[config.mk]
export PLATFORM = sky130hd
export DESIGN_NAME = conv_window_mac_flat
export DESIGN_NICKNAME = d
export VERILOG_FILES = /design/src/rtl/conv_pkg.sv /design/src/rtl/conv_window_mac_if.sv /design/src/rtl/conv_window_mac_row_mult.sv /design/src/rtl/conv_window_mac.sv /design/src/flat_wrapper.sv
export SDC_FILE = /design/constraint.sdc
export NUM_CORES = 1
export LEC_CHECK = 0
export ABC_AREA = 1
export BUFFER_PORTS_ARGS = -buffer_cell sky130_fd_sc_hd__buf_4
export CAP_MARGIN = 20
export CORE_MARGIN = 2
export CORE_UTILIZATION = 61
export DETAILED_ROUTE_END_ITERATION = 10
export PLACE_DENSITY = 0.88
export SETUP_SLACK_MARGIN = 0.1
export SKIP_LAST_GASP = 1
export SYNTH_ARGS = -nofsm -noshare
export SYNTH_HDL_FRONTEND = slang
export SYNTH_SLANG_ARGS = --single-unit
[constraint.sdc]
create_clock -name clk -period 16.5 [get_ports clk]
set_input_delay 1.65 -clock clk [delete_from_list [all_inputs] [get_ports clk]]
set_output_delay 1.65 -clock clk [all_outputs]
set_load 0.005 [all_outputs]
[src/rtl/conv_pkg.sv]
// conv_pkg: shared widths, datapath types and the MAC state enum for the
// 3x3 convolution window MAC (conv_window_mac and conv_row_mult).
// No ports; imported by every file of the block.
package conv_pkg;

    localparam int SAMPLE_W   = 8;
    localparam int COEFF_W    = 8;
    localparam int ACC_W      = SAMPLE_W + COEFF_W + 5;
    localparam int KERNEL_DIM = 3;

    typedef logic        [SAMPLE_W-1:0] sample_t;
    typedef logic signed [COEFF_W-1:0]  coeff_t;
    typedef logic signed [ACC_W-1:0]    acc_t;

    // One kernel row; element [c] is column c, matching the bus packing.
    typedef logic [KERNEL_DIM-1:0][SAMPLE_W-1:0] sample_row_t;
    typedef logic [KERNEL_DIM-1:0][COEFF_W-1:0]  coeff_row_t;

    typedef enum logic [1:0] {
        ST_IDLE,
        ST_ROW0,
        ST_ROW1,
        ST_ROW2
    } mac_state_t;

endpackage

[src/rtl/conv_window_mac_if.sv]
// conv_window_mac_if: groups the coefficient-load, sample-shift, start and
// result signals of conv_window_mac.
//   master : upstream controller (drives loads/shifts/starts, sees results)
//   slave  : the MAC itself
interface conv_window_mac_if;
    import conv_pkg::*;

    logic                         coeff_ld;
    logic [1:0]                   coeff_sel;
    logic [3*COEFF_W-1:0]         coeff_data;
    logic                         sample_shift;
    logic [3*SAMPLE_W-1:0]        sample_data;
    logic                         sample_stream;
    logic                         convolve_en;
    logic                         busy;
    acc_t                         result;
    logic                         result_valid;
    logic                         err;

    modport master (
        output coeff_ld, coeff_sel, coeff_data,
        output sample_shift, sample_data,
        output sample_stream, convolve_en,
        input  busy, result, result_valid, err
    );

    modport slave (
        input  coeff_ld, coeff_sel, coeff_data,
        input  sample_shift, sample_data,
        input  sample_stream, convolve_en,
        output busy, result, result_valid, err
    );

endinterface

[src/rtl/conv_window_mac_row_mult.sv]
// conv_row_mult: combinational partial sum of one kernel row.
//   i_coeff  : three signed coefficients of the row
//   i_sample : three unsigned shadow samples of the row
//   o_sum    : signed sum of the three products
module conv_row_mult
    import conv_pkg::*;
(
    input  coeff_row_t  i_coeff,
    input  sample_row_t i_sample,
    output acc_t        o_sum
);

    acc_t w_prod [KERNEL_DIM];

    always_comb begin
        for (int c = 0; c < KERNEL_DIM; c++) begin
            // Sample zero-extends (unsigned source), coefficient sign-extends.
            w_prod[c] = acc_t'(i_sample[c]) * acc_t'(coeff_t'(i_coeff[c]));
        end
        o_sum = w_prod[0] + w_prod[1] + w_prod[2];
    end

endmodule

[src/rtl/conv_window_mac.sv]
// conv_window_mac: 3x3 coefficient bank, 3x3 sliding sample window and a
// three-cycle row-serial signed MAC with a one-cycle result_valid pulse.
//   clk, rst : clock and synchronous active-high reset
//   bus      : conv_window_mac_if.slave (loads, shifts, start, result, err)
// Build option: CONV_CLAMP_EN clamps result to 0..2^SAMPLE_W-1.
//
// state | meaning
// IDLE  | waiting for an accepted start
// ROW0  | accumulate kernel row 0
// ROW1  | accumulate kernel row 1
// ROW2  | add row 2, register result, pulse result_valid
module conv_window_mac
    import conv_pkg::*;
(
    input  logic             clk,
    input  logic             rst,
    conv_window_mac_if.slave bus
);

    localparam acc_t CLAMP_MAX = acc_t'((1 << SAMPLE_W) - 1);

    mac_state_t  r_state;
    mac_state_t  w_state_nxt;
    logic [1:0]  r_fill;
    sample_row_t r_win    [KERNEL_DIM];
    sample_row_t r_shadow [KERNEL_DIM];
    coeff_row_t  r_coeff  [KERNEL_DIM];
    acc_t        r_acc;
    acc_t        r_result;
    logic        r_valid;
    logic        r_err;

    logic        w_req;
    logic        w_start;
    logic        w_bad_sel;
    coeff_row_t  w_coeff_row;
    sample_row_t w_shadow_row;
    sample_row_t w_samp_in;
    acc_t        w_row_sum;
    acc_t        w_final;
    acc_t        w_result_nxt;

    assign w_samp_in = bus.sample_data;
    assign w_req     = bus.convolve_en && bus.sample_stream;
    assign w_bad_sel = bus.coeff_ld && (bus.coeff_sel == 2'd3);

    always_ff @(posedge clk) begin
        if (rst) r_state <= ST_IDLE;
        else     r_state <= w_state_nxt;
    end

    always_comb begin
        w_state_nxt  = r_state;
        w_start      = 1'b0;
        w_coeff_row  = r_coeff[0];
        w_shadow_row = r_shadow[0];
        case (r_state)
            ST_IDLE: begin
                if (w_req && (r_fill == 2'd3)) begin
                    w_start     = 1'b1;
                    w_state_nxt = ST_ROW0;
                end
            end
            ST_ROW0: w_state_nxt = ST_ROW1;
            ST_ROW1: begin
                w_coeff_row  = r_coeff[1];
                w_shadow_row = r_shadow[1];
                w_state_nxt  = ST_ROW2;
            end
            ST_ROW2: begin
                w_coeff_row  = r_coeff[2];
                w_shadow_row = r_shadow[2];
                w_state_nxt  = ST_IDLE;
            end
            default: w_state_nxt = ST_IDLE;
        endcase
    end

    conv_row_mult u_row_mult (
        .i_coeff  (w_coeff_row),
        .i_sample (w_shadow_row),
        .o_sum    (w_row_sum)
    );

    assign w_final = r_acc + w_row_sum;

`ifdef CONV_CLAMP_EN
    always_comb begin
        w_result_nxt = w_final;
        if (w_final[ACC_W-1])           w_result_nxt = '0;
        else if (w_final > CLAMP_MAX)   w_result_nxt = CLAMP_MAX;
    end
`else
    assign w_result_nxt = w_final;
`endif

    always_ff @(posedge clk) begin
        if (rst) begin
            r_fill   <= '0;
            r_acc    <= '0;
            r_result <= '0;
            r_valid  <= 1'b0;
            r_err    <= 1'b0;
            for (int r = 0; r < KERNEL_DIM; r++) begin
                r_win[r]    <= '0;
                r_shadow[r] <= '0;
                r_coeff[r]  <= '0;
            end
        end else begin
            r_valid <= 1'b0;
            // Any rejected qualified start is a protocol error (busy or fill<3).
            if ((w_req && !w_start) || w_bad_sel) r_err <= 1'b1;

            if (bus.sample_shift) begin
                for (int r = 0; r < KERNEL_DIM; r++) begin
                    r_win[r] <= {w_samp_in[r], r_win[r][2], r_win[r][1]};
                end
                if (r_fill != 2'd3) r_fill <= r_fill + 2'd1;
            end

            if (bus.coeff_ld && !w_bad_sel) r_coeff[bus.coeff_sel] <= bus.coeff_data;

            // Shadow takes the pre-shift window even when a shift lands on the same edge.
            if (w_start) begin
                r_shadow <= r_win;
                r_acc    <= '0;
            end

            case (r_state)
                ST_ROW0, ST_ROW1: r_acc <= w_final;
                ST_ROW2: begin
                    r_result <= w_result_nxt;
                    r_valid  <= 1'b1;
                end
                default: ;
            endcase
        end
    end

    assign bus.busy         = (r_state != ST_IDLE);
    assign bus.result       = r_result;
    assign bus.result_valid = r_valid;
    assign bus.err          = r_err;

endmodule

[src/flat_wrapper.sv]
// flat-port wrapper written by rule: the top's interface ports become plain ports
module conv_window_mac_flat import conv_pkg::*;
  (clk, rst, bus_coeff_ld, bus_coeff_sel, bus_coeff_data, bus_sample_shift, bus_sample_data, bus_sample_stream, bus_convolve_en, bus_busy, bus_result, bus_result_valid, bus_err);
  conv_window_mac_if bus_i ();
  input  logic clk;
  input  logic rst;
  input wire logic [$bits(bus_i.coeff_ld)-1:0] bus_coeff_ld;
  input wire logic [$bits(bus_i.coeff_sel)-1:0] bus_coeff_sel;
  input wire logic [$bits(bus_i.coeff_data)-1:0] bus_coeff_data;
  input wire logic [$bits(bus_i.sample_shift)-1:0] bus_sample_shift;
  input wire logic [$bits(bus_i.sample_data)-1:0] bus_sample_data;
  input wire logic [$bits(bus_i.sample_stream)-1:0] bus_sample_stream;
  input wire logic [$bits(bus_i.convolve_en)-1:0] bus_convolve_en;
  output wire logic [$bits(bus_i.busy)-1:0] bus_busy;
  output wire logic [$bits(bus_i.result)-1:0] bus_result;
  output wire logic [$bits(bus_i.result_valid)-1:0] bus_result_valid;
  output wire logic [$bits(bus_i.err)-1:0] bus_err;
  assign bus_i.coeff_ld = bus_coeff_ld;
  assign bus_i.coeff_sel = bus_coeff_sel;
  assign bus_i.coeff_data = bus_coeff_data;
  assign bus_i.sample_shift = bus_sample_shift;
  assign bus_i.sample_data = bus_sample_data;
  assign bus_i.sample_stream = bus_sample_stream;
  assign bus_i.convolve_en = bus_convolve_en;
  assign bus_busy = bus_i.busy;
  assign bus_result = bus_i.result;
  assign bus_result_valid = bus_i.result_valid;
  assign bus_err = bus_i.err;
  conv_window_mac u_core (.clk(clk), .rst(rst), .bus(bus_i));
endmodule
## Word-level counts from Yosys, hierarchy flattened

Memory sizes are Yosys's and may differ from the RTL's.
Index checks and enable logic that the tools add are counted.

- Bits in registers: 192
- Memory bits (writable): 72
- Bits of input ports: 56
- Output and inout port bits: 24
- Memories: 1

- $add $sub $neg: 4
- $mul: 3
- Equal/unequal tests: 7
- Multiplexer cells: 17
- Reductions and logical operators: 14

Memory list:

| name | depth | bits a word | rd ports | clocked after memory_dff | wr ports | RTL line | source |
|---|---|---|---|---|---|---|---|
| u_core.r_coeff | 3 | 24 | 3 | 0 | 3 | conv_window_mac.sv:27 | `coeff_row_t r_coeff [KERNEL_DIM];` |

Operators by type and width:

| cell | count |
|---|---|
| case mux 24 bit (2 select lines) | 2 |
| multiplier 9 x 8 -> 17 bit | 3 |
| 2-to-1 mux 21 bit | 2 |
| 2-to-1 mux 24 bit | 1 |
| OR reduction 24 bit | 1 |
| adder 21 bit | 1 |
| adder 18 x 17 -> 19 bit | 1 |
| adder 17 x 17 -> 18 bit | 1 |
| 2-to-1 mux 1 bit | 9 |
| equality test 2 bit (second input constant) | 4 |
| case mux 2 bit (4 select lines) | 1 |
| logical AND 1 bit | 5 |
| 2-to-1 mux 2 bit | 2 |
| nonzero test 2 bit | 2 |
| adder 2 x 1 -> 2 bit (second input constant) | 1 |
| equality test 2 x 1 -> 1 bit (second input constant) | 1 |
| logical NOT 1 bit | 2 |
| logical NOT 2 bit | 1 |
| != test 2 x 1 -> 1 bit (second input constant) | 1 |
| != test 2 bit (second input constant) | 1 |
| AND reduction 2 bit | 1 |
| OR reduction 2 bit | 1 |
| logical OR 1 bit | 1 |

## Longest topological paths before layout

- Depth after elaboration: 9
- Depth in mapped cells: 46

## Hierarchy

A second synthesis with hierarchy kept.

- Cell total of the unflattened synthesis: 2,511
- Area total of the unflattened synthesis: 19,135.9 um2

Modules (own cells, without submodules):

| module | times used | cells each | area each (um2) | sequential area each (um2) |
|---|---|---|---|---|
| conv_window_mac | 1 | 1,473 | 11,432.2 | 6,005.8 |
| conv_row_mult | 1 | 1,038 | 7,703.6 | 0.0 |

## Worst setup path after synthesis

OpenSTA, ideal clock, no wires.

- Kind: reg2reg
- Start: register u_core.r_state[0]
- End: register u_core.r_result[20] (netlist: u_core.bus.result[20])
- Setup time: 113 ps
- Arrival time: 7,488 ps
- Path slack: 8,899 ps
- Stages on the path, launching flop included: 41
- Path buffers: 3
- Clock period less this slack: 7,601 ps
- Cells stage by stage: dfxtp_1 -> inv_1 -> ha_1 -> buf_2 -> nor2_2 -> buf_4 -> buf_4 -> nand2_1 -> nand3_1 -> nand2_1 -> fa_1 -> inv_1 -> fa_1 -> inv_1 -> fa_1 -> fa_1 -> inv_1 -> fa_1 -> [... 5 more ...] -> nand2_1 -> nand2_1 -> a21oi_2 -> nand2_2 -> a31oi_1 -> o21bai_1 -> xor2_1 -> ha_1 -> nand2_1 -> nor3_2 -> and2_4 -> nand3_2 -> nor2_2 -> nor2_2 -> nand3_1 -> nand2_2 -> o21ai_1 -> inv_1

- Longest elaborated chain between the ends: 6
- Elaborated cells on any way between the ends: 10
- Those cells by class: 3 x add/sub; 3 x mul; 2 x eq/ne; 2 x mux

RTL lines:

| element | RTL line | source |
|---|---|---|
| start, declared | conv_window_mac.sv:22 | `mac_state_t r_state;` |
| start signal, assigned | conv_window_mac.sv:49 | `else r_state <= w_state_nxt;` |
| equality test 2 bit, on equally long branches | conv_window_mac.sv:57, conv_window_mac.sv:129 |  |
| case mux 24 bit (2 select lines) | conv_window_mac.sv:57 | `case (r_state)` |
| multiplier 9 x 8 -> 17 bit | conv_window_mac_row_mult.sv:18 | `w_prod[c] = acc_t'(i_sample[c]) * acc_t'(coeff_t'(i_coeff[c]));` |
| adder 17 x 17 -> 18 bit | conv_window_mac_row_mult.sv:20 | `o_sum = w_prod[0] + w_prod[1] + w_prod[2];` |
| adder 18 x 17 -> 19 bit | conv_window_mac_row_mult.sv:20 |  |
| adder 21 bit | conv_window_mac.sv:85 | `assign w_final = r_acc + w_row_sum;` |
| end signal, assigned | conv_window_mac.sv:132 | `r_result <= w_result_nxt;` |
| end, declared | conv_window_mac.sv:29 | `acc_t r_result;` |

Parallel ways exist; a longest one is shown, timed or not.
A chain may end at the register's enable or synchronous reset.

## Worst setup path in the final report

- Start: register u_core.r_state[1]
- End: register u_core.r_result[17] (netlist: u_core.bus.result[17])

Same word-level chain as after synthesis.

==> impl_metrics.csv <==
group,metric,value,unit
clock_network,htree_levels,1,
run_status,status,"complete, no violations",
clock_network,clk_pin_slew_worst_paths,0.06,ns
timing,worst_pin_slew,1.03,ns
clock_network,post-cts-setup-buffers,0,
timing,tns,0,ns
clock_network,clk_path_buf_depth,3,
worst_setup_path,worstPathRequired,16.93,ns
worst_setup_path,arrival,10.26,ns
synth,synth.distinct_cells,48,
die,start_util,0.617,
synth,yosys_warnings,0,
placed_design,gp_congestion,0.934,
clock_network,numCtsBuffers,26,
routing,wl_per_cell,17.2,um
timing,maxSlewHeadroom,0.314,
routing,drcViolationCount,0,
routing,drt_iter0_drc,1499,
cells_and_area,drive_gt1_frac,0.0826,
timing,max_freq,102,MHz
synth,syn_area,18800,um2
die,coreArea,30500,um2
global_routing,gr-total-overflow,0,
synth,synth_area_per_cell,7.92,um2
clock_network,cts_tree,"yes",
worst_setup_path,slowest_stage,"a21oi_1",
global_routing,grt_max_degree,111,
global_routing,grt_pass1_wl,79600,um
worst_setup_path,endpoint_kind,"flop",
timing,period_share,0.596,
cells_and_area,nNetsFinal,2774,
synth,ys.flop_type,"dfxtp_1",
clock_network,postCtsHoldBufs,0,
global_routing,track_usage,0.302,
placed_design,hpwlAfterDp,35700,um
routing,antenna_left,0,
global_routing,grt_pass1_vias,15800,
die,die_h,180,um
synth,synth-seq-area-share,0.319,
die,io-pin-count,80,
cells_and_area,stdcell_count,2828,
timing,fin_crit,9.83,ns
clock_network,cts_sinks,264,
clock_network,insertion_delay,0.56,ns
cells_and_area,diodes,0,
clock_network,cts_root_buffer,"clkbuf_16",
routing,route.final.wire_length,48700,um
worst_setup_path,crit_type,"reg2reg",
synth,synth-edff-count,72,
die,dieArea,32300,um2
timing,slew_viol_final,0,
routing,via_per_inst,5.55,
worst_setup_path,cp_max_fo,70,
worst_setup_path,start_kind,"flop",
hold_path,min_path_type,"reg2reg",
global_routing,antenna_found_initial,3,
placed_design,placed_cells,2779,
synth,synthCells,2378,
synth,synth.net_count,2738,
synth,async_reset_ff_frac,0,
clock_network,cts_resized,0,
job,maxCapViolCount,0,
worst_setup_path,max_stage_delay,0.73,ns
routing,via_count,15700,
synth,ys_ff_latch,264,
die,rows,64,
cells_and_area,area_growth_syn_to_layout,9.30,%
timing,skew,0.0346,ns
placed_design,port-buffer-count,79,
timing,hold_viol_final,0,
timing,setup_viol,0,
timing,rsz0062_at_grt,"no",
die,die-width,180,um
routing,firstDrtPassIters,7,
-- layer usage --
metal | routed length, um | GRT usage | share of wire | vias up
met5 | 23 | 0 | 0.00047 | -
met1 | 20500 | 0.418 | 0.42 | 7567
met4 | 1050 | 0.0826 | 0.022 | 4
met2 | 22900 | 0.497 | 0.47 | 679
met3 | 4150 | 0.0470 | 0.085 | 95
li1 | - | - | - | 7348
-- per-stage QoR --
step | instance area [um2] | utilization | hold slack [ns] | setup slack, ns
6_report | 20600 | 0.675 | 0.467 | 6.67
5_1_grt | 20600 | 0.675 | 0.489 | 6.26
4_1_cts | 20500 | 0.672 | 0.467 | 6.85
3_5_place_dp | 19600 | 0.644 | 0.449 | 6.91
3_3_place_gp | 19600 | 0.644 | 0.441 | 6.99
2_1_floorplan | 18800 | - | 0.430 | 8.90
-- layout make-up --
class / count / area, um2
sequential: 264 / 6010
clock buffer: 39 / 769
clock inverter: 7 / 90.1
multi-input combinational: 1574 / 10800
timing repair buffer: 89 / 728
fill: 2392 / 9930
inverter: 459 / 1720
tap: 396 / 495
-- worst paths after layout --
path,end,cells after the start,slack (ns),start
setup / recovery,u_core.bus.result[17],35,6.67,u_core.r_state[1]
hold reg to reg,u_core.r_acc[0],2,0.47,u_core.r_acc[0]
setup reg to reg,u_core.bus.result[17],35,6.67,u_core.r_state[1]
hold / removal,u_core.r_acc[0],2,0.47,u_core.r_acc[0]
-- synthesized netlist by cell type, types with 5 or more instances --
cell | number | share of area
clkbuf_1 | 60 | 0.012
buf_4 | 5 | 0.0020
nand3_1 | 69 | 0.018
o21bai_1 | 5 | 0.0020
nor2_2 | 9 | 0.0030
a21oi_2 | 8 | 0.0037
inv_2 | 15 | 0.0030
inv_1 | 444 | 0.088
dfxtp_1 | 192 | 0.20
xnor2_1 | 8 | 0.0037
nand2_1 | 441 | 0.088
edfxtp_1 | 72 | 0.11
nand4_1 | 10 | 0.0033
buf_2 | 14 | 0.0037
o21ai_1 | 9 | 0.0024
nor2_1 | 390 | 0.078
ha_1 | 137 | 0.091
o22ai_1 | 8 | 0.0027
o21ai_0 | 158 | 0.042
nand3b_1 | 6 | 0.0024
o211ai_1 | 7 | 0.0028
nand2_2 | 16 | 0.0053
a21oi_1 | 75 | 0.020
xor2_1 | 12 | 0.0056
fa_1 | 167 | 0.18
-- registers in the layout, summed over array words and instances (netlist names) --
| name | flops |
|---|---|
| u_core.bus.err | 1 |
| u_core.bus.result | 21 |
| u_core.bus.result_valid | 1 |
| u_core.r_acc | 21 |
| u_core.r_coeff | 72 |
| u_core.r_fill | 2 |
| u_core.r_shadow | 72 |
| u_core.r_state | 2 |
| u_core.r_win | 72 |
-- worst max-delay path: cells and delay by family (launching register included) --
family          cells  cell delay (ns)
simple gates       12             1.82
compound gates      5             1.34
xor+xnor            1             0.18
fa+ha+maj          10             4.36
flops               1             0.38
buf+inv             7             1.59
-- cell families after synthesis --
group	synth area share
and+or+nand+nor	0.206
buffers and inverters	0.110
adders and majority gates	0.269
AOI/OAI and AO/OA	0.0860
DFF	0.319
xor gates and xnor gates	0.0102
-- layout by cell type, fill, tap and decap left out, types with 6 or more instances in the layout --
cell,n
nand2_1,441
xnor2_1,8
edfxtp_1,72
o21ai_0,158
nor2_2,8
a21oi_1,75
inv_2,15
a21oi_2,8
xor2_1,12
o211ai_1,7
nand3_1,69
inv_1,444
dfxtp_1,192
clkbuf_8,7
nand4_1,10
nand2_2,16
o22ai_1,8
clkbuf_16,26
o21ai_1,9
clkbuf_1,6
ha_1,136
nand3b_1,6
buf_4,86
nor2_1,389
fa_1,167
Power is not shown: default switching activity piles up to over one toggle a cycle in this logic, so the estimate is an artifact.
